`src/rtl/pipe_pkg.sv`:
```
// Shared definitions for the elastic pipeline-stage registers.
package pipe_pkg;

  typedef enum logic [1:0] {
    EMPTY = 2'd0,
    ONE   = 2'd1,
    FULL  = 2'd2
  } state_t;

  localparam int CTRL_W_DEF    = 20;
  localparam int DATA_W_IFID   = 64;   // instruction + PC
  localparam int DATA_W_IDEX   = 133;  // operands, immediate, RegDst, PC, shift
  localparam int DATA_W_EXMEM  = 101;  // ALU result, store data, RegDst, PC
  localparam int DATA_W_MEMWB  = 133;  // ReadData, ADDR, RegDst, PC, SHIFT

  // Occupancy encoded by each state.
  function automatic logic [1:0] state_count(input state_t s);
    logic [1:0] c;
    case (s)
      EMPTY:   c = 2'd0;
      ONE:     c = 2'd1;
      FULL:    c = 2'd2;
      default: c = 2'd0;
    endcase
    return c;
  endfunction

endpackage

```
`src/rtl/pipe_entry_reg.sv`:
```
// One pipeline entry: control bundle plus payload, with load and
// control-only clear (a cleared control bundle reads as a NOP).
module pipe_entry_reg
  import pipe_pkg::*;
#(
  parameter int CTRL_W = CTRL_W_DEF,
  parameter int DATA_W = DATA_W_MEMWB
) (
  input  logic              clk,
  input  logic              rst_n,
  input  logic              load,
  input  logic              clr_ctrl,
  input  logic [CTRL_W-1:0] d_ctrl,
  input  logic [DATA_W-1:0] d_data,
  output logic [CTRL_W-1:0] q_ctrl,
  output logic [DATA_W-1:0] q_data
);

  logic [CTRL_W-1:0] ctrl_r;
  logic [DATA_W-1:0] data_r;

  // Entry storage; clear wins over load so a kill can never be overwritten.
  always_ff @(posedge clk or negedge rst_n) begin
    if (!rst_n) begin
      ctrl_r <= {CTRL_W{1'b0}};
      data_r <= {DATA_W{1'b0}};
    end else if (clr_ctrl) begin
      ctrl_r <= {CTRL_W{1'b0}};
    end else if (load) begin
      ctrl_r <= d_ctrl;
      data_r <= d_data;
    end
  end

  assign q_ctrl = ctrl_r;
  assign q_data = data_r;

endmodule

```
`src/rtl/pipe_skid_stage.sv`:
```
// Elastic pipeline stage: valid/ready handshake with a two-entry skid
// buffer, synchronous flush and bubble (zero-control) insertion.
// The head entry always lives in the main register; the skid register
// holds the second entry only while FULL.
module pipe_skid_stage
  import pipe_pkg::*;
#(
  parameter int CTRL_W      = CTRL_W_DEF,
  parameter int DATA_W      = DATA_W_MEMWB,
  parameter bit ZERO_BUBBLE = 1'b1
) (
  input  logic              CLK,
  input  logic              RESET_N,
  input  logic              I_VALID,
  output logic              O_READY,
  input  logic [CTRL_W-1:0] I_CTRL,
  input  logic [DATA_W-1:0] I_DATA,
  input  logic              I_FLUSH,
  output logic              O_VALID,
  input  logic              I_READY,
  output logic [CTRL_W-1:0] O_CTRL,
  output logic [DATA_W-1:0] O_DATA,
  output logic [1:0]        O_COUNT
);

  state_t            state_r;
  state_t            next_state_s;
  logic              ready_s;
  logic              valid_s;
  logic              push_s;
  logic              pop_s;
  logic              main_load_s;
  logic              main_from_skid_s;
  logic              skid_load_s;
  logic              clr_ctrl_s;
  logic [CTRL_W-1:0] main_d_ctrl_s;
  logic [DATA_W-1:0] main_d_data_s;
  logic [CTRL_W-1:0] main_ctrl_s;
  logic [DATA_W-1:0] main_data_s;
  logic [CTRL_W-1:0] skid_ctrl_s;
  logic [DATA_W-1:0] skid_data_s;

  // Handshake flags come from the state register only, so O_READY has
  // no combinational path from I_READY.
  assign ready_s = (state_r != FULL);
  assign valid_s = (state_r != EMPTY);
  assign push_s  = I_VALID & ready_s;
  assign pop_s   = valid_s & I_READY;

  // State register.
  always_ff @(posedge CLK or negedge RESET_N) begin
    if (!RESET_N) begin
      state_r <= EMPTY;
    end else begin
      state_r <= next_state_s;
    end
  end

  // Next-state and register load decode; flush overrides push and pop.
  always_comb begin
    next_state_s     = state_r;
    main_load_s      = 1'b0;
    main_from_skid_s = 1'b0;
    skid_load_s      = 1'b0;
    clr_ctrl_s       = 1'b0;
    if (I_FLUSH) begin
      next_state_s = EMPTY;
      clr_ctrl_s   = 1'b1;
    end else begin
      case (state_r)
        EMPTY: begin
          if (push_s) begin
            main_load_s  = 1'b1;
            next_state_s = ONE;
          end else begin
            next_state_s = EMPTY;
          end
        end
        ONE: begin
          if (push_s && pop_s) begin
            main_load_s  = 1'b1;
            next_state_s = ONE;
          end else if (push_s) begin
            skid_load_s  = 1'b1;
            next_state_s = FULL;
          end else if (pop_s) begin
            next_state_s = EMPTY;
          end else begin
            next_state_s = ONE;
          end
        end
        FULL: begin
          if (pop_s) begin
            main_load_s      = 1'b1;
            main_from_skid_s = 1'b1;
            next_state_s     = ONE;
          end else begin
            next_state_s = FULL;
          end
        end
        default: begin
          next_state_s = EMPTY;
          clr_ctrl_s   = 1'b1;
        end
      endcase
    end
  end

  // Main register source: the skid entry when draining FULL, else the input.
  always_comb begin
    main_d_ctrl_s = I_CTRL;
    main_d_data_s = I_DATA;
    if (main_from_skid_s) begin
      main_d_ctrl_s = skid_ctrl_s;
      main_d_data_s = skid_data_s;
    end else begin
      main_d_ctrl_s = I_CTRL;
      main_d_data_s = I_DATA;
    end
  end

  pipe_entry_reg #(.CTRL_W(CTRL_W), .DATA_W(DATA_W)) u_main (
    .clk      (CLK),
    .rst_n    (RESET_N),
    .load     (main_load_s),
    .clr_ctrl (clr_ctrl_s),
    .d_ctrl   (main_d_ctrl_s),
    .d_data   (main_d_data_s),
    .q_ctrl   (main_ctrl_s),
    .q_data   (main_data_s)
  );

  pipe_entry_reg #(.CTRL_W(CTRL_W), .DATA_W(DATA_W)) u_skid (
    .clk      (CLK),
    .rst_n    (RESET_N),
    .load     (skid_load_s),
    .clr_ctrl (clr_ctrl_s),
    .d_ctrl   (I_CTRL),
    .d_data   (I_DATA),
    .q_ctrl   (skid_ctrl_s),
    .q_data   (skid_data_s)
  );

  assign O_READY = ready_s;
  assign O_VALID = valid_s;
  assign O_COUNT = state_count(state_r);
  assign O_DATA  = main_data_s;
  assign O_CTRL  = (ZERO_BUBBLE && !valid_s) ? {CTRL_W{1'b0}} : main_ctrl_s;

endmodule

```
`config.mk`:
```
export PLATFORM = sky130hd
export DESIGN_NAME = pipe_skid_stage
export DESIGN_NICKNAME = d
export VERILOG_FILES = /design/src/rtl/pipe_pkg.sv /design/src/rtl/pipe_entry_reg.sv /design/src/rtl/pipe_skid_stage.sv
export SDC_FILE = /design/constraint.sdc
export NUM_CORES = 1
export LEC_CHECK = 0
export ABC_AREA = 1
export ABC_CLOCK_PERIOD_IN_PS = 2700
export CORE_ASPECT_RATIO = 1.1
export CORE_MARGIN = 2
export CORE_UTILIZATION = 51
export DETAILED_ROUTE_END_ITERATION = 10
export PLACE_DENSITY_LB_ADDON = 0.12
export SYNTH_ARGS = -nofsm -noshare
export SYNTH_HDL_FRONTEND = slang
export SYNTH_HIERARCHICAL = 1
export SYNTH_SLANG_ARGS = --single-unit
```
`constraint.sdc`:
```
create_clock -name CLK -period 2.7 [get_ports CLK]
set_input_delay 0.405 -clock CLK [delete_from_list [all_inputs] [get_ports CLK]]
set_output_delay 0.405 -clock CLK [all_outputs]
set_load 0.05 [all_outputs]
```
* Yosys cells after proc, flatten, opt, wreduce, memory -nomap -nowiden
Index checks and enable logic that the tools add are counted.
Storage, ports and cells: register bits 308, latch bits 0, memory bits (writable) 0, ROM bits 0, bits of input ports 158, memories kept 0
Cells by class: add/subtract/negate cells 0, multiply operators 0, div/mod/pow operators 0, magnitude comparators 0, equality and inequality tests 3, shifts and indexed selects 0, mux-type cells 27, bitwise operators 3, reductions and logical operators 8
Operators by type and width (count):
- 133-bit two-way mux | 1
- 20-bit two-way mux | 6
- 1-bit two-way mux | 13
- 2-bit two-way mux | 4
- 2-bit one-hot mux with 3 select lines | 1
- 2-bit nonzero test | 3
- 2-bit one-hot mux with 2 select lines | 1
- 2-bit AND reduction | 2
- 1-bit one-hot mux with 3 select lines | 1
- 3-bit OR reduction | 1
- 1-bit AND | 2
- 2-bit by 1-bit == test with 1-bit output (second input constant) | 1
- 2-bit == test (second input constant) | 1
- 2-bit zero test | 1
- 2-bit inequality test (second input constant) | 1
- 1-bit logical AND | 1
- 1-bit inverter | 1

* Longest topological paths before layout
Gate-level depths: netlist (run 1).
depth after elaboration 8, mapped depth 14

* Cells and area by module
The synthesis (run 1) kept the hierarchy.
By module, submodules not included:
- pipe_entry_reg | instances 2, cells an instance 664, area each 5973.2 um^2
- pipe_skid_stage | instances 1, cells an instance 565, area each 2273.4 um^2

* Worst setup path after synthesis (run 1)
No wires, ideal clock.
path type register to register, start register state_r[0], end register u_main.data_r[62], in the netlist u_main/q_data[62], library setup time 0.119 ns, arrival 2.230 ns, data required time 2.581 ns, slack 0.350 ns, cell stages (with the launch flop) 15, path buffers 3, period minus slack after synthesis 2.350 ns, cell sequence dfrtp_1 inv_2 nand2_1 inv_2 nor2_1 ha_1 nand3_1 nand3_1 nand2_1 inv_1 buf_2 buf_2 buf_2 nand3_1 nand2_1
Between the ends: cells in the longest elaborated chain, start to end 7
Ends and longest elaborated chain:
- start: declaration | RTL line pipe_skid_stage.sv:26 | state_t state_r;
- start signal: assignment | RTL line pipe_skid_stage.sv:55 | state_r <= next_state_s;
- 2-bit inequality test * | RTL line pipe_skid_stage.sv:45 | assign ready_s = (state_r != FULL);
- net O_READY | RTL line pipe_skid_stage.sv:15 | output logic O_READY,
- 1-bit AND * | RTL line pipe_skid_stage.sv:47 | assign push_s = I_VALID & ready_s;
- 1-bit logical AND | RTL line pipe_skid_stage.sv:80 | if (push_s && pop_s) begin
- 1-bit two-way mux | RTL line pipe_skid_stage.sv:80
- 1-bit one-hot mux with 3 select lines * | RTL line pipe_skid_stage.sv:70 | case (state_r)
- 1-bit two-way mux * | RTL line pipe_skid_stage.sv:66 | if (I_FLUSH) begin
- net main_load_s | RTL line pipe_skid_stage.sv:32 | logic main_load_s;
- 2-bit AND reduction (no line) *
- end signal: assignment | RTL line pipe_entry_reg.sv:26 | data_r <= {DATA_W{1'b0}};
- end signal: assignment | RTL line pipe_entry_reg.sv:31 | data_r <= d_data;
- end: declaration | RTL line pipe_entry_reg.sv:20 | logic [DATA_W-1:0] data_r;
Mark *: on every way through the listed nets, which the timed path passes. The rest lies on a longest branch. A chain may end at the register's enable or synchronous reset.

* Worst setup path in the final report (run 1)
start register state_r[1], end output port O_CTRL[4]
Between the ends: cells in the longest elaborated chain, start to end 2
Ends and longest elaborated chain:
- 2-bit nonzero test | RTL line pipe_skid_stage.sv:46 | assign valid_s = (state_r != EMPTY);
- 20-bit two-way mux | RTL line pipe_skid_stage.sv:148 | assign O_CTRL = (ZERO_BUBBLE && !valid_s) ? {CTRL_W{1'b0}} : main_ctrl_s;
- end: declaration | RTL line pipe_skid_stage.sv:21 | output logic [CTRL_W-1:0] O_CTRL,
No other way between the ends.

==> run_results.csv, run 1 <==
group,metric,value,unit
finish,fillerInstances,2288,
finish,nNetsFinal,2305,
power_and_ir_drop,netSwitchingFraction,34.3,%
synthesis,synthCells,1893,
power_and_ir_drop,peakVddDrop,0.543,mV
die,std_cell_rows,64,
clock_network,clock_latency,0.51,ns
grt,antenna_found_initial,5,
power_and_ir_drop,p_total,15200,uW
synthesis,netlist.top_cell.by_area,"dfrtp_1",
synthesis,synth_top_family_by_area,"simple AND/OR/NAND/NOR gates",
timing,setup_ws,0.0885,ns
synthesis,syn_avg_cell_area,7.51,um^2
status,status,"finished clean",
timing,period_share,96.7,%
synthesis,synth_compound_area_share,0.0704,%
synthesis,synth-simple-area-share,40.3,%
synthesis,synthArstFlopShare,100,%
power_and_ir_drop,p_int,9970,uW
route,via_per_inst,5.22,
synthesis,synthAdderAreaFrac,0.0880,%
flow_run,maxCapViolations,0,
placement,post-dp-hpwl,24.4,mm
synthesis,synth_xor_area_share,0,%
synthesis,synth_flop_cell,"dfrtp_1",
synthesis,post-synth-top-count-cell,"nand2_1",
clock_network,cts-root-buf,"clkbuf_16",
placement,post-place-ws,0.245,ns
worst_setup_path,reg2reg_from,"state_r[0]",
worst_setup_path,startpoint_type,"register",
synthesis,synth_common_cells,"nand2_1, nand3_1, dfrtp_1",
power_and_ir_drop,p_seq_share,39.9,%
die,io_pins,315,
synthesis,synthTopCellsByArea,"dfrtp_1, nand2_1, nand3_1",
route,drt-total-wl,40.3,mm
synthesis,yosys.area.top_type_share,54.2,%
grt,track_usage,27.9,%
timing,fmax,383,MHz
clock_network,htreeDepth,2,
power_and_ir_drop,p_sw,5200,uW
worst_hold_path,hold_path_class,"in -> async",
synthesis,synth_cell_types,19,
finish,layout-drive-gt1-share,4.56,%
timing,slew_viol_final,0,
placement,dp.cells,2472,
clock_network,clock-sinks,308,
timing,tightest_slew,0.937,ns
worst_setup_path,cp.arrival,2.21,ns
power_and_ir_drop,p_comb_share,28.4,%
clock_network,max-clock-path-buffers,3,
die,design.die.area,0.0292,mm^2
route,firstDrtPassIters,5,
timing,relSlewSlack,37.5,%
route,final_antenna_net_count,0,
die,fp.dieW,163,um
worst_setup_path,crit_path_start,"state_r[1]",
clock_network,cts_tree,"done",
timing,fin_crit,2.61,ns
grt,grt_pass1_wl,65.8,mm
synthesis,synth_edf_count,0,
route,wire_per_inst,15.9,um
timing,skew,0.0111,ns
timing,setup_viol_count_final,0,
timing,finalHoldViolations,0,
placement,portBuffers,314,
synthesis,synth_seq_cells,308,
worst_setup_path,r2r_slack,0.57,ns
clock_network,clk_pin_slew_worst_paths,0.06,ns
worst_setup_path,cp.required,2.30,ns
finish,instances_no_fill,2537,
route,via_count,13248,
worst_setup_path,r2r-end,"u_main/q_data[31]",
worst_setup_path,cp-endpoint,"O_CTRL[4]",
route,drc_errors,0,
power_and_ir_drop,power.density,801,mW/mm^2
route,drt_iter0_markers,1288,
die,die_h,179,um
timing,rsz0062_at_grt,"no",
synthesis,netlist_area,0.0142,mm^2
die,initial_core_util,51.5,%
synthesis,synth_nets,2052,
grt,grt-ovfl-total,0,
timing,setup_tns,0,ns
worst_setup_path,path_max_fanout,22,
power_and_ir_drop,p_leak,0.0102,uW
synthesis,synthMuxAreaShare,0,%
grt,grt_max_degree,89,
finish,syn_to_final_growth,33.2,%
power_and_ir_drop,pwr-share-clk,31.8,%
clock_network,cts_made_buffers,34,
worst_setup_path,worst-r2r-cell-count,12,
grt,grt_pass1_vias,13181,
synthesis,ys_warn_count,6,
worst_setup_path,worst-setup-path-type,"reg -> out",
placement,gp_congestion,0.795,
clock_network,post_cts_buffers,0,
worst_setup_path,end_kind,"output pin",
die,core_area,0.0276,mm^2
synthesis,seq_area_frac_synth,54.2,%
==> power groups by stage <==
stage | Combinational [uW] | Clock, uW | Sequential [uW]
final | 4300 | 4820 | 6050
after global routing | 4620 | 5080 | 6150
after CTS | 4330 | 4890 | 6050
after detailed placement | 4320 | 0 | 6110
after global placement | 4250 | 0 | 6080
after floorplan | 1030 | 0 | 7640
==> per-stage QoR <==
| step | area (um^2) | hold WS, ns | util, % |
|---|---|---|---|
| finish | 18900 | 0.411 | 68.6 |
| global route | 18900 | 0.459 | 68.6 |
| CTS | 18900 | 0.452 | 68.4 |
| detailed placement | 17700 | 0.386 | 64.1 |
| global placement | 17700 | 0.391 | 64.1 |
| floorplan | 14200 | 0.109 | - |
==> timing repair <==
| item | CTS | global route |
|---|---|---|
| hold buffers | 1 | 0 |
| hold endpoints to repair | 57 | 0 |
| endpoints found under the setup margin | 0 | 14 |
| gates resized for setup | 0 | 14 |
==> flip-flops by register name (all words and copies together), names as in the netlist <==
signal / count
u_main/q_data: 133
state_r: 2
u_skid/q_data: 133
u_main/q_ctrl: 20
u_skid/q_ctrl: 20
==> per-layer routing <==
metal  global-route usage, %  share of wire, %
met1                    35.7                41
met2                    45.3                47
met3                    6.59               8.5
met4                    12.2               3.7
met5                       0                 0
==> cells by family after synthesis <==
| family | Yosys count |
|---|---|
| compound gates | 2 |
| flops | 308 |
| buf+inv | 164 |
| fa+ha+maj | 1 |
| simple gates | 1418 |
==> worst min path at each step <==
| stage | startpoint | to | slack, ns | cells after the start |
|---|---|---|---|---|
| 5_1_grt | RESET_N | u_main/q_data[128] | 0.46 | 2 |
| 3_5_place_dp | RESET_N | u_main/q_data[128] | 0.39 | 1 |
| 4_1_cts | RESET_N | u_main/q_data[128] | 0.45 | 2 |
| 6_report | RESET_N | u_main/q_data[128] | 0.41 | 2 |
| 3_3_place_gp | RESET_N | u_main/q_data[128] | 0.39 | 1 |
| 2_1_floorplan | RESET_N | state_r[0] | 0.11 | 0 |
==> critical path, cell delays in order, from the launching register on <==
cell	delay, ns
dfrtp_1	0.45
nor2_2	0.07
buf_4	0.21
nor2_1	0.13
clkdlybuf4s50_1	0.81
==> cell usage in the layout (no fill, tap or decap), drive strengths merged, types with 3 or more instances in the layout <==
cell type,instances
diode,4
nand2,1078
dfrtp,308
nor2,26
dlymetal6s2s,14
clkdlybuf4s50,299
nand3,311
inv,32
bufinv,3
clkbuf,54
buf,35
clkinv,3
==> cell type report <==
cell class | instances | area [um^2] | area share (%)
inverters | 32 | 128 | 0.674
well taps | 363 | 454 | 2.40
multi-input cells | 1421 | 5790 | 30.6
clock buffers | 54 | 1070 | 5.65
flip-flops and latches | 308 | 7710 | 40.7
clock inverters | 6 | 105 | 0.555
diodes | 4 | 10.0 | 0.0529
repair buffers | 349 | 3670 | 19.4
Note: power is estimated with default switching activity, not from simulation.
==> run 2, diff against run 1 <==
--- a/config.mk
+++ b/config.mk
@@ -11,7 +11,7 @@
 export CORE_MARGIN = 2
 export CORE_UTILIZATION = 51
 export DETAILED_ROUTE_END_ITERATION = 10
-export PLACE_DENSITY_LB_ADDON = 0.12
+export PLACE_DENSITY = 0.81
 export SYNTH_ARGS = -nofsm -noshare
 export SYNTH_HDL_FRONTEND = slang
 export SYNTH_HIERARCHICAL = 1
==> run 2 against run 1 <==
Sequential share of layout area is essentially flat. Hold slack gained 0.058 ns. Design area is essentially flat. Combinational power is essentially flat. Die area is the same. Largest cell class unchanged. Largest power group unchanged.
==> run_results.csv, run 2 (same netlist as run 1, synthesis figures left out) <==
group,metric,value,unit
status,status,"finished clean",
worst_setup_path,r2r_slack,0.34,ns
worst_setup_path,path_max_fanout,22,
placement,post-dp-hpwl,25.2,mm
power_and_ir_drop,p_total,15300,uW
clock_network,clk_pin_slew_worst_paths,0.06,ns
power_and_ir_drop,p_leak,0.0102,uW
timing,relSlewSlack,36.0,%
die,core_area,0.0276,mm^2
clock_network,max-clock-path-buffers,3,
flow_run,maxCapViolations,0,
timing,fmax,382,MHz
worst_setup_path,r2r-end,"u_main/q_ctrl[6]",
clock_network,post_cts_buffers,0,
finish,fillerInstances,2203,
finish,final_cell_area,0.0189,mm^2
finish,diodes,0,
finish,layout_commonest_cell,"nand2_1",
grt,grt_max_degree,154,
clock_network,cts_tree,"done",
timing,tightest_slew,0.958,ns
power_and_ir_drop,p_comb_share,28.1,%
clock_network,clock_latency,0.50,ns
finish,layout_common_cells,"nand2_1, nand3_1, dfrtp_1",
grt,grt_pass1_wl,67.7,mm
route,drt_iter0_markers,1366,
grt,antenna_found_initial,4,
grt,grt_pass1_vias,13561,
clock_network,cts-root-buf,"clkbuf_16",
timing,skew,0.00848,ns
finish,nNetsFinal,2305,
route,final_antenna_net_count,0,
die,initial_core_util,51.5,%
power_and_ir_drop,netSwitchingFraction,34.6,%
timing,setup_tns,0,ns
timing,fin_crit,2.62,ns
placement,portBuffers,314,
die,die_h,179,um
grt,grt-ovfl-total,0,
timing,finalHoldViolations,0,
route,wire_per_inst,16.4,um
worst_setup_path,startpoint_type,"register",
worst_hold_path,hold_path_class,"reg -> reg",
worst_setup_path,cp.required,2.30,ns
timing,rsz0062_at_grt,"no",
power_and_ir_drop,p_sw,5290,uW
die,io_pins,315,
clock_network,htreeDepth,2,
route,drc_errors,0,
worst_hold_path,hp-start,"u_skid/q_data[12]",
route,drt-total-wl,41.5,mm
power_and_ir_drop,power.density,807,mW/mm^2
worst_hold_path,hold_depth,2,
power_and_ir_drop,peakVddDrop,0.734,mV
finish,syn_to_final_growth,33.1,%
timing,timing.hold.ws,0.469,ns
worst_setup_path,cp.arrival,2.21,ns
route,firstDrtPassIters,5,
timing,period_share,96.9,%
clock_network,cts_made_buffers,34,
power_and_ir_drop,pwr-share-clk,32.1,%
power_and_ir_drop,p_seq_share,39.8,%
timing,slew_viol_final,0,
grt,track_usage,28.7,%
die,fp.dieW,163,um
worst_hold_path,hold_path_end,"u_skid/q_data[12]",
worst_setup_path,reg2reg_from,"state_r[0]",
route,via_per_inst,5.35,
placement,placed_area,0.0177,mm^2
placement,gp_congestion,0.847,
power_and_ir_drop,p_int,9990,uW
die,std_cell_rows,64,
finish,layout-drive-gt1-share,4.79,%
worst_setup_path,worst-setup-path-type,"reg -> out",
route,via_count,13556,
timing,setup_viol_count_final,0,
worst_setup_path,end_kind,"output pin",
die,design.die.area,0.0292,mm^2
clock_network,clock-sinks,308,
worst_setup_path,worst-r2r-cell-count,12,
## run 2: changes by cell type in the layout (fill, tap and decap cells not counted), sizes merged
| cell | previous run | this run |
|---|---|---|
| diode | 4 | 0 |
| clkbuf | 54 | 51 |
| clkdlybuf4s50 | 299 | 302 |
| dlymetal6s2s | 14 | 11 |
| clkinv | 3 | 5 |
| clkinvlp | 0 | 1 |
| inv | 32 | 33 |
## run 2: timing repair
item                                    in CTS  in global routing
resized for setup                            0                 11
hold endpoints to repair                    86                  0
hold buffers                                 1                  0
endpoints found under the setup margin       0                 11
## run 2: per-stage QoR
stage	instances	utilization (%)	setup slack, ns
floorplan	1893	-	0.350
global placement	2472	64.1	0.259
detailed placement	2472	64.1	0.179
CTS	2534	68.4	0.0412
global route	2534	68.5	0.000880
finish	2534	68.5	0.0842
## run 2: area by class of cell
cell class	instances	area, um^2	area share, %
sequential	308	7710	40.7
multi-input combinational	1421	5790	30.6
timing repair buffer	349	3650	19.3
clock buffer	51	1070	5.64
tap	363	454	2.40
clock inverter	10	131	0.694
inverter	32	128	0.674
## run 2: worst max-delay path by stage
stage / from / to / depth (start not counted)
after global routing: state_r[0] / O_CTRL[8] / 4
after global placement: I_VALID / u_main/q_ctrl[3] / 11
after CTS: state_r[0] / O_CTRL[18] / 4
after detailed placement: I_VALID / u_main/q_ctrl[16] / 11
after floorplan: state_r[0] / u_main/q_data[62] / 14
final: state_r[0] / O_CTRL[8] / 4
## run 2: routing by layer
metal	track usage [%]	part of all wire, %	vias to the layer above
li1	-	-	6413
met1	37.2	40	6371
met2	47.1	47	673
met3	6.78	9.9	93
met4	10.8	2.8	6
met5	0	0.096	-
## run 2: worst max-delay path, cell delays in order, from the launching register on
cell	delay, ns
dfrtp_1	0.45
nor2_2	0.06
buf_4	0.21
nor2_1	0.15
clkdlybuf4s50_1	0.82
## run 2: power groups by stage
stage          Clock [uW]  Combinational (uW)  Sequential, uW
4_1_cts              4970                4310            6070
3_3_place_gp            0                4220            6100
5_1_grt              5160                4610            6180
2_1_floorplan           0                1030            7640
6_report             4900                4300            6080
3_5_place_dp            0                4300            6120
